$ cat src/rtl/controller_sequencer.sv
// SAP-1 control unit: six-state one-hot ring counter with opcode decode of the control word.
// Define CTRL_VARIABLE_CYCLE_EN to end each instruction after its last non-empty T-state.
module controller_sequencer #(
    parameter int unsigned T_STATES = 6
) (
    input  logic                CLK,
    input  logic                CLR,
    input  logic [3:0]          opcode,
    output logic [T_STATES-1:0] t_state,
    output logic                Cp,
    output logic                Ep,
    output logic                Lm,
    output logic                CE,
    output logic                Li,
    output logic                Ei,
    output logic                La,
    output logic                Ea,
    output logic                Su,
    output logic                Eu,
    output logic                Lb,
    output logic                Lo,
    output logic                HLT
);

    localparam logic [3:0] OpLda = 4'b0000;
    localparam logic [3:0] OpAdd = 4'b0001;
    localparam logic [3:0] OpSub = 4'b0010;
    localparam logic [3:0] OpOut = 4'b1110;
    localparam logic [3:0] OpHlt = 4'b1111;

    typedef enum logic [T_STATES-1:0] {
        StT1 = 6'b000001,
        StT2 = 6'b000010,
        StT3 = 6'b000100,
        StT4 = 6'b001000,
        StT5 = 6'b010000,
        StT6 = 6'b100000
    } ring_e;

    ring_e ring_q, ring_d;
    logic  halted_q, halted_d;

    logic is_lda, is_add, is_sub, is_out, is_hlt;

    always_comb begin
        is_lda = (opcode == OpLda);
        is_add = (opcode == OpAdd);
        is_sub = (opcode == OpSub);
        is_out = (opcode == OpOut);
        is_hlt = (opcode == OpHlt);
    end

    // Ring advance; a halt freezes the ring on T4 until CLR.
    always_comb begin
        ring_d   = ring_q;
        halted_d = halted_q;
        if (halted_q) begin
            ring_d = ring_q;
        end else if ((ring_q == StT4) && is_hlt) begin
            halted_d = 1'b1;
        end else begin
            case (ring_q)
                StT1: ring_d = StT2;
                StT2: ring_d = StT3;
                StT3: ring_d = StT4;
`ifdef CTRL_VARIABLE_CYCLE_EN
                StT4: ring_d = (is_lda || is_add || is_sub) ? StT5 : StT1;
                StT5: ring_d = is_lda ? StT1 : StT6;
`else
                StT4: ring_d = StT5;
                StT5: ring_d = StT6;
`endif
                StT6: ring_d = StT1;
                default: ring_d = StT1;
            endcase
        end
    end

    always_ff @(posedge CLK) begin
        if (CLR) begin
            ring_q   <= StT1;
            halted_q <= 1'b0;
        end else begin
            ring_q   <= ring_d;
            halted_q <= halted_d;
        end
    end

    assign t_state = ring_q;

    // Control word decode; everything is forced low once halted.
    always_comb begin
        Cp = 1'b0;
        Ep = 1'b0;
        Lm = 1'b0;
        CE = 1'b0;
        Li = 1'b0;
        Ei = 1'b0;
        La = 1'b0;
        Ea = 1'b0;
        Su = 1'b0;
        Eu = 1'b0;
        Lb = 1'b0;
        Lo = 1'b0;
        HLT = halted_q || ((ring_q == StT4) && is_hlt);
        if (!halted_q) begin
            case (ring_q)
                StT1: begin
                    Ep = 1'b1;
                    Lm = 1'b1;
                end
                StT2: Cp = 1'b1;
                StT3: begin
                    CE = 1'b1;
                    Li = 1'b1;
                end
                StT4: begin
                    if (is_lda || is_add || is_sub) begin
                        Ei = 1'b1;
                        Lm = 1'b1;
                    end else if (is_out) begin
                        Ea = 1'b1;
                        Lo = 1'b1;
                    end
                    Su = is_sub;
                end
                StT5: begin
                    if (is_lda) begin
                        CE = 1'b1;
                        La = 1'b1;
                    end else if (is_add || is_sub) begin
                        CE = 1'b1;
                        Lb = 1'b1;
                    end
                    Su = is_sub;
                end
                StT6: begin
                    if (is_add || is_sub) begin
                        Eu = 1'b1;
                        La = 1'b1;
                    end
                    Su = is_sub;
                end
                default: ;
            endcase
        end
    end

endmodule

$ cat config.mk
export PLATFORM = sky130hd
export DESIGN_NAME = controller_sequencer
export DESIGN_NICKNAME = d
export VERILOG_FILES = /design/src/rtl/controller_sequencer.sv
export SDC_FILE = /design/constraint.sdc
export NUM_CORES = 1
export LEC_CHECK = 0
export BUFFER_PORTS_ARGS = -buffer_cell sky130_fd_sc_hd__clkbuf_2
export CORE_MARGIN = 1
export CORE_UTILIZATION = 35
export DETAILED_ROUTE_END_ITERATION = 8
export PLACE_DENSITY = 0.7
export SLEW_MARGIN = 25
export SYNTH_ARGS = -nofsm -noshare
export SYNTH_HDL_FRONTEND = slang
export SYNTH_SLANG_ARGS = --single-unit
$ cat constraint.sdc
create_clock -name CLK -period 5 [get_ports CLK]
set_input_delay 0.25 -clock CLK [delete_from_list [all_inputs] [get_ports CLK]]
set_output_delay 0.25 -clock CLK [all_outputs]
set_load 0.02 [all_outputs]
Yosys cells after proc, flatten, opt, wreduce, memory -nomap -nowiden
Index checks and enable logic that the tools add are counted.
W data, S select, Z words.
{"block": "word_totals", "register_bits": 7}
{"block": "classes", "bitwise_logic": 2, "n_mux": 32, "n_reduce_logical": 8, "eq_ne": 10}
{"op": "$pmux W6 S5", "count": 1}
{"op": "$mux W1", "count": 28}
{"op": "$eq A4 B4 Y1 const B", "count": 2}
{"op": "$eq A6 B1 Y1 const B", "count": 1}
{"op": "$eq A6 B2 Y1 const B", "count": 1}
{"op": "$eq A6 B3 Y1 const B", "count": 1}
{"op": "$eq A6 B4 Y1 const B", "count": 1}
{"op": "$eq A6 B5 Y1 const B", "count": 1}
{"op": "$eq A6 B6 Y1 const B", "count": 1}
{"op": "$pmux W1 S2", "count": 3}
{"op": "$eq A4 B1 Y1 const B", "count": 1}
{"op": "$eq A4 B2 Y1 const B", "count": 1}
{"op": "$logic_not A4 Y1", "count": 1}
{"op": "$logic_or A1 B1 Y1", "count": 4}
{"op": "$reduce_or A3 Y1", "count": 1}
{"op": "$not A1 Y1", "count": 2}
{"op": "$reduce_and A2 Y1", "count": 1}
{"op": "$logic_and A1 B1 Y1", "count": 1}

Depth between registers and ports, before layout
Gate-level depths: netlist (run 1).
{"block": "logic_depth", "word_depth": 6, "ltp_mapped": 5, "depth_no_buf": 3}

Least setup slack after synthesis (run 1)
Ideal clock, no wire load.
{"block": "synth_path", "path_type": "register to output", "startpoint": "register ring_q[1] (netlist: t_state[1])", "endpoint": "output port Lo", "path_stages_with_launch": 6, "arrival_time_ps": 2198, "t_required_ps": 4750, "slack_ps": 2552, "path_cell_list": "dfxtp_1 > clkbuf_1 > nor3_1 > nand2_1 > nor4b_1 > buf_4"}
{"block": "synth_via", "elab_chain_cells": 3}
{"item": "start: declaration", "line_no": "40", "rtl": "ring_e ring_q, ring_d;"}
{"item": "start signal: assignment", "line_no": "81", "rtl": "ring_q <= StT1;"}
{"item": "start signal: assignment", "line_no": "84", "rtl": "ring_q <= ring_d;"}
{"item": "$eq A6 B4 Y1"}
{"item": "$mux W1 (2 in series)"}
{"item": "end: declaration", "line_no": "21", "rtl": "output logic Lo,"}
No other way between the ends.

Worst setup path in the final report (run 1)
{"block": "layout_path", "startpoint": "register ring_q[5] (netlist: t_state[5])", "endpoint": "output port CE"}
{"block": "layout_via", "elab_chain_cells": 3, "word_cells_on_any_way": 4, "classes_between": "2 x eq/ne; 2 x mux"}
{"item": "$eq A6 B5 Y1 / $eq A6 B3 Y1 (equally long branches)", "line_no": "107", "rtl": "case (ring_q)"}
{"item": "$pmux W1 S2 *", "line_no": "107"}
{"item": "$mux W1 *", "line_no": "106", "rtl": "if (!halted_q) begin"}
{"item": "end: declaration", "line_no": "13", "rtl": "output logic CE,"}
Every way passes the cells marked *; elsewhere a longest branch is shown, timed or not.

==> results of run 1 <==
-- per-layer routing --
| layer | vias up | share of wire [%] |
|---|---|---|
| met4 | 0 | 0.64 |
| met5 | - | 0 |
| met3 | 2 | 7.2 |
| met2 | 25 | 43 |
| li1 | 291 | - |
| met1 | 258 | 49 |
-- placed cells by master, fill, tap and decap left out --
cell type / n
a2111oi_0: 1
a211oi_1: 2
a21oi_1: 5
a31oi_2: 1
and2_1: 1
and3_1: 1
clkbuf_1: 1
clkbuf_2: 24
clkbuf_4: 3
dfxtp_1: 7
inv_1: 5
nand2_1: 9
nand2b_1: 2
nand3_1: 1
nand4_1: 3
nor2_1: 4
nor3_1: 3
nor3b_1: 1
nor4b_1: 3
o21a_1: 1
o21ai_1: 2
o21ba_1: 1
o22ai_1: 1
o41ai_1: 1
or4_1: 1
or4_4: 1
or4b_1: 1
or4b_4: 1
xnor2_1: 2
xor2_1: 1
-- cell type report --
type,instances,area share (%)
clock buffers,4,4.09
repair buffers,24,18.7
inverters,5,2.92
well taps,15,2.92
multi-input cells,50,49.6
flip-flops and latches,7,21.8
-- cell usage after synthesis (2+ instances only) --
cell type	count	area, sq um
a211oi_1	2	15.0
dfxtp_1	7	140
o21ai_1	2	10.0
clkbuf_1	2	7.51
nor3_1	3	15.0
nand2_1	9	33.8
a21oi_1	5	25.0
inv_1	5	18.8
nor4b_1	3	26.3
xnor2_1	2	17.5
nor2_1	4	15.0
nand4_1	3	18.8
nand2b_1	2	12.5
-- registers in the layout, summed over array words and instances, names as in the netlist --
register / count
halted_q: 1
t_state: 6
-- through the flow --
step | instance area, sq um | utilization, % | hold slack, ps | total power (W)
global placement | 617 | 46.2 | 537 | 0.000113
finish | 643 | 48.2 | 288 | 0.000166
floorplan | 509 | - | 316 | 0.0000974
detailed placement | 617 | 46.2 | 547 | 0.000114
CTS | 643 | 48.2 | 275 | 0.000166
global route | 643 | 48.2 | 287 | 0.000175
-- path summary, 6_finish.rpt --
kind	from	endpoint	slack, ps	cells after the start
hold / removal	CLR	t_state[1]	290	2
setup reg to reg	t_state[5]	t_state[3]	3250	3
setup / recovery	t_state[5]	CE	2700	4
hold reg to reg	t_state[5]	t_state[5]	560	2
-- power by group through the flow --
| stage | registers, W | logic [W] | clock network (W) |
|---|---|---|---|
| floorplan | 0.0000682 | 0.0000293 | 0 |
| global placement | 0.0000676 | 0.0000456 | 0 |
| detailed placement | 0.0000679 | 0.0000457 | 0 |
| CTS | 0.0000666 | 0.0000458 | 0.0000537 |
| global route | 0.0000681 | 0.0000510 | 0.0000558 |
| finish | 0.0000668 | 0.0000461 | 0.0000527 |
-- worst max-delay path, stage by stage, from the launching register on --
cell	delay, ps
dfxtp_1	380
or4_4	580
or4b_4	560
o21ai_1	100
clkbuf_2	180
-- kinds of logic (layout without fill, tap and decap cells) --
group                     after synthesis  in the layout  share of synthesized area, %
and+or+nand+nor                        32             32                          37.1
AOI/OAI and AO/OA                      15             15                          20.4
xor gates and xnor gates                3              3                          5.16
buffers and inverters                  10             33                          9.83
DFF                                     7              7                          27.5
==> impl_metrics.ini, run 1 <==
[final_layout]
nets = 97
drive_gt1_share_pct = 33.3
multi_input_area_sq_um = 319
antenna_cells = 0
register_area_sq_um = 140
fin_cells = 105
syn2layout_area_growth_pct = 26.3
fillers = 154

[die]
die-area_sq_um = 1610
core_area_sq_um = 1330
core.rowCount = 13
initial_core_util_pct = 38.2
die_h_um = 40.1
io_pins = 25
die_w_um = 40.1

[power_and_ir_drop]
p_int_w = 0.000107
seqPwrFrac_pct = 40.4
switchingPower_w = 0.0000585
ir_worst_vdd_mv = 0.182
combPwrFrac_pct = 27.8
p_clk_share_pct = 31.8
p_per_area_nw_per_um2 = 258
p_sw_share_pct = 35.3
p_leak_nw = 0.297

[synthesis]
syn-num-nets = 73
ys.flop_type = dfxtp_1
netlist_area_sq_um = 509
synthArstFlopShare_pct = 0
avgSynthCellArea_sq_um = 7.60
synth_seq_cells = 7
yosysUniqueCellTypes = 31
synthesis.instances = 67
yosysSeqAreaShare_pct = 27.5
ys_warn_count = 0
synth_edf_count = 0

[sta]
rsz0062_at_grt = false
tightest_slew_ps = 527
setup-tns-final_ps = 0
setup_viol = 0
fin_crit_ps = 2300
maxSlewHeadroom_pct = 64.6
clock.fmax_mhz = 435
setup_ws_ps = 2700
fin_crit_sh_pct = 46.0
fin_skew_ps = 1.46
hold_viol = 0
finalMaxSlewViolations = 0

[global_route]
met1_usage_pct = 21.7
grt_antenna_before_repair = 0
grt_pass1_wl_mm = 1.77
grt_use_total_pct = 16.7
grt_pass1_vias = 403
met3_usage_pct = 6.67
met2_usage_pct = 25.0
busiest_layer = met2
overflow = 0
grt_max_degree = 10

[place]
gp_congestion = 0.782
dp_hpwl_um = 943
port_buffers = 24
dp_cells = 101
pre_cts_ws_ps = 2980

[min_path]
hp-class = in2reg

[detailed_routing]
wl_per_cell_um = 12.0
dr_total_vias = 576
drt_iter0_markers = 11
routed_wl_mm = 1.26
antenna_left = 0
drc = 0
drt_first_pass_iters = 4
viasPerCell = 5.49

[status]
status = finished clean

[cts]
clkTransAtPathRegs_ps = 50
hold_buffers = 0
cts_resized = 0
cts_tree = done
postCtsSetupBuffers = 0
clockBufferDepth = 2
clk_latency_ps = 250
cts_buffers = 3
htreeDepth = 1
root_buffer = clkbuf_4
clock-sinks = 7

[critical_path]
startpoint_type = flop
cp.required_ps = 4750
path_class = reg2out
crit_arrival_ps = 2050
path_max_fanout = 9
end_kind = primary output

[flow_run]
drv_cap = 0
Note: power is estimated with default switching activity, not from simulation.
==> run 2: changes to the inputs <==
clock period = 2.32 ns   (was 5 ns; I/O delays follow)
==> run 2 against run 1 <==
Die area stayed put; combinational power grew 110%; cell count unchanged; critical path type unchanged; largest cell class unchanged; largest power group unchanged.
==> impl_metrics.ini, run 2 (synthesis gave the netlist of run 1 again) <==
[sta]
fin_skew_ps = 1.25
maxSlewHeadroom_pct = 66.7
hold_viol = 0
fin_crit_sh_pct = 93.4
finalMaxSlewViolations = 0
rsz0062_at_grt = false
clock.fmax_mhz = 462
setup-tns-final_ps = 0
fin_crit_ps = 2170
tightest_slew_ps = 495
setup_viol = 0

[power_and_ir_drop]
ir_worst_vdd_mv = 0.336
p_leak_nw = 0.300
p_per_area_nw_per_um2 = 553

[critical_path]
critPathMaxStageDelay_ps = 570
path_class = reg2out
critPathTopFamily = simple AND/OR/NAND/NOR gates
path_buf_inv = 1
end_kind = primary output
cp.required_ps = 2200
critPathSlowestCell = or4_4
startpoint_type = flop
crit_arrival_ps = 2050
crit_chain = or4_4, or4b_4, o21ai_1, clkbuf_2
path_max_fanout = 9

[die]
io_pins = 25
die-area_sq_um = 1610
core_area_sq_um = 1330
core.rowCount = 13
die_w_um = 40.1
die_h_um = 40.1
initial_core_util_pct = 38.2

[flow_run]
drv_cap = 0

[detailed_routing]
drt_iter0_markers = 19
drt_first_pass_iters = 4
dr_total_vias = 564
wl_per_cell_um = 11.6
drc = 0
routed_wl_mm = 1.22
viasPerCell = 5.37
antenna_left = 0

[cts]
htreeDepth = 1
clkTransAtPathRegs_ps = 60
clock-sinks = 7
root_buffer = clkbuf_4
cts_buffers = 3
hold_buffers = 0
postCtsSetupBuffers = 0
cts_tree = done
clk_latency_ps = 250
cts_resized = 0
clockBufferDepth = 2

[global_route]
grt_pass1_wl_mm = 1.86
grt_antenna_before_repair = 0
overflow = 0
grt_use_total_pct = 16.9
grt_pass1_vias = 430
grt_max_degree = 10

[place]
dp_hpwl_um = 949
gp_congestion = 0.782
port_buffers = 24
dp_cells = 101

[final_layout]
nets = 97
antenna_cells = 0
fin_cells = 105
mostFrequentLayoutCells = 24 x clkbuf_2, 9 x nand2_1, 7 x dfxtp_1
layout_commonest_cell = clkbuf_2
largest_register_ffs = 6
drive_gt1_share_pct = 34.4
syn2layout_area_growth_pct = 26.5

[min_path]
hp-class = in2reg

[status]
status = finished clean
[run 2: final cells by class]
cell class                      count  area, sq um
Fill cell                         145          689
Multi-Input combinational cell     50          319
Sequential cell                     7          140
Timing Repair Buffer               24          120
Clock buffer                        3         22.5
Inverter                            5         18.8
Tap cell                           15         18.8
Clock inverter                      1         5.00
[run 2: final timing paths]
check | start | endpoint | slack, ps | cells after the start
hold / removal | CLR | t_state[3] | 140 | 2
hold reg to reg | t_state[5] | t_state[5] | 580 | 2
setup reg to reg | t_state[5] | t_state[3] | 580 | 3
setup / recovery | t_state[5] | CE | 150 | 4
[run 2: metal layers]
| layer | vias up | part of all wire (%) | global-route usage, % | wire length (um) |
|---|---|---|---|---|
| li1 | 288 | - | - | - |
| met1 | 250 | 44 | 23.3 | 537 |
| met2 | 26 | 48 | 26.2 | 578 |
| met3 | 0 | 8.2 | 6.67 | 100 |
| met4 | 0 | 0 | 0 | 0 |
| met5 | - | 0 | 0 | 0 |
[run 2: power by group]
group	switching (W)	internal (W)	total, W	leakage, nW
sequential	0.0000154	0.000128	0.000144	0.0570
clock	0.0000510	0.0000633	0.000114	0.0177
combinational	0.0000621	0.0000368	0.0000989	0.225
[run 2: per-stage QoR]
step	hold slack [ps]	power, W	area, sq um	utilization [%]	worst slack (ps)
after floorplan	182	0.000210	509	-	5.55
after global placement	403	0.000244	617	46.2	462
after detailed placement	411	0.000245	617	46.2	433
after CTS	137	0.000358	644	48.3	149
after global routing	150	0.000378	644	48.3	85.9
final	138	0.000357	644	48.3	154
==> run 3: changes to the inputs <==
ABC_AREA = 1   (was unset)
PLACE_DENSITY = 0.69   (was 0.7)
==> run 3 against run 2 <==
Largest cell class unchanged; clock-buffer cell count rose by 1; global-route usage up 2.0 points; power shrank 1.3%; critical endpoint is now Ea; largest power group unchanged; via count is 10% higher.
==> impl_metrics.ini, run 3 <==
[sta]
maxSlewHeadroom_pct = 78.5
setup-tns-final_ps = 0
fin_skew_ps = 1.64
hold_ws_ps = 33.6
fin_crit_sh_pct = 70.2
tightest_slew_ps = 320
setup_viol = 0
hold_viol = 0
setup_ws_ps = 690
fin_crit_ps = 1630
rsz0062_at_grt = false
clock.fmax_mhz = 614
finalMaxSlewViolations = 0

[final_layout]
fillers = 150
mostFrequentLayoutCells = 24 x clkbuf_2, 23 x nand2_1, 15 x nor2_1
syn2layout_area_growth_pct = 30.3
largest_register_ffs = 6
layout_commonest_cell = clkbuf_2
nets = 119
antenna_cells = 0
drive_gt1_share_pct = 32.1
fin_cells = 127

[cts]
htreeDepth = 1
clockBufferDepth = 2
cts_buffers = 3
postCtsSetupBuffers = 0
hold_buffers = 0
clock-sinks = 7
clkTransAtPathRegs_ps = 50
clk_latency_ps = 250
root_buffer = clkbuf_4
cts_resized = 0
cts_tree = done

[die]
core_area_sq_um = 1350
die-area_sq_um = 1650
die_w_um = 40.6
die_h_um = 40.6
io_pins = 25
core.rowCount = 13
initial_core_util_pct = 38.6

[synthesis]
netlist_area_sq_um = 520
ys_warn_count = 0
avgSynthCellArea_sq_um = 6.12
synth_top_cells_by_count = 23 x nand2_1, 15 x nor2_1, 10 x inv_1
yosysSeqAreaShare_pct = 26.9
ys.flop_type = dfxtp_1
yosysUniqueCellTypes = 16
synth_seq_cells = 7
syn-num-nets = 91
synth_top_area_share_pct = 26.9
synthArstFlopShare_pct = 0
synth_area_leaders = dfxtp_1 27%, nand2_1 17%, nor2_1 11%
yosys.area.top_type = dfxtp_1
synth_most_common_cell = nand2_1
synth_edf_count = 0
synthesis.instances = 85

[global_route]
grt_pass1_vias = 499
grt_use_total_pct = 18.9
grt_max_degree = 10
met1_usage_pct = 22.9
grt_pass1_wl_mm = 1.97
grt_antenna_before_repair = 0
met3_usage_pct = 2.78
overflow = 0
met2_usage_pct = 28.6
busiest_layer = met2

[place]
dp_cells = 123
dp_hpwl_mm = 1.04
port_buffers = 24
gp_congestion = 0.845
pre_cts_ws_ps = 941

[power_and_ir_drop]
p_clk_share_pct = 31.3
p_per_area_nw_per_um2 = 519
p_int_w = 0.000227
switchingPower_w = 0.000125
combPwrFrac_pct = 28.8
ir_worst_vdd_mv = 0.425
p_leak_nw = 0.378
seqPwrFrac_pct = 39.9
p_sw_share_pct = 35.5

[critical_path]
end_kind = primary output
cp-endpoint = Ea
critPathMaxStageDelay_ps = 370
crit_chain = inv_1, nand2_1, nor4_1, clkbuf_2
crit_arrival_ps = 1510
ff2ff_path_depth = 7
cp-startpoint = halted_q
cp.required_ps = 2200
timing.rr.start = t_state[1]
startpoint_type = flop
path_max_fanout = 8
reg2reg_slack_ps = 1190
r2r-end = t_state[0]
path_class = reg2out
critPathSlowestCell = dfxtp_1

[status]
status = finished clean

[detailed_routing]
drt_iter0_markers = 16
viasPerCell = 4.90
dr_total_vias = 622
drc = 0
drt_first_pass_iters = 4
wl_per_cell_um = 10.0
antenna_left = 0
routed_wl_mm = 1.27

[flow_run]
drv_cap = 0

[min_path]
hp-class = in2reg
==> run 3: changes by cell type in the layout (fill, tap and decap cells not counted), sizes merged, moves of 3 or more <==
cell	delta
nor2	+15
inv	+5
nand3	+11
nor4b	-3
nand2	+15
==> run 3: worst min path at each step <==
stage                     start       end  cells past startpoint
after floorplan             CLR  halted_q                      1
after CTS                   CLR  halted_q                      2
final                       CLR  halted_q                      2
after detailed placement    CLR  halted_q                      2
after global routing        CLR  halted_q                      2
after global placement      CLR  halted_q                      2
==> run 3: per-layer routing <==
layer  vias up  part of all wire, %
li1        329                    -
met4         0                 0.94
met2        16                   46
met3         2                  4.9
met5         -                    0
met1       275                   48
==> run 3: stage by stage <==
step	total power, W	util, %	instance area, sq um
after global routing	0.000377	50.2	678
after floorplan	0.000212	-	520
final	0.000352	50.2	678
after global placement	0.000244	48.3	652
after CTS	0.000360	50.2	678
after detailed placement	0.000245	48.3	652
==> run 3: worst max-delay path, delay by kind of cell, from the launching register on <==
kind,cells,cell delay [ps]
buf+inv,2,470
simple gates,2,430
flops,1,370
==> run 3: logic make-up (layout without fill, tap and decap cells) <==
logic type	Yosys count	after routing	synth area share, %
AOI/OAI and AO/OA	7	7	7.45
buffers and inverters	12	39	9.38
DFF	7	7	26.9
and+or+nand+nor	59	59	56.2
==> run 3: final cells by class <==
type	count	area, sq um	share of cell area [%]
Timing Repair Buffer	24	120	17.7
Inverter	11	41.3	6.09
Clock buffer	4	26.3	3.87
Multi-Input combinational cell	66	332	48.9
Tap cell	15	18.8	2.77
Sequential cell	7	140	20.7
==> run 3: power by group through the flow <==
stage           logic, W  clock network, W  registers [W]
5_1_grt         0.000114          0.000121       0.000142
6_report        0.000101          0.000110       0.000140
4_1_cts         0.000102          0.000117       0.000140
3_5_place_dp    0.000102                 0       0.000143
2_1_floorplan  0.0000617                 0       0.000150
3_3_place_gp    0.000102                 0       0.000142
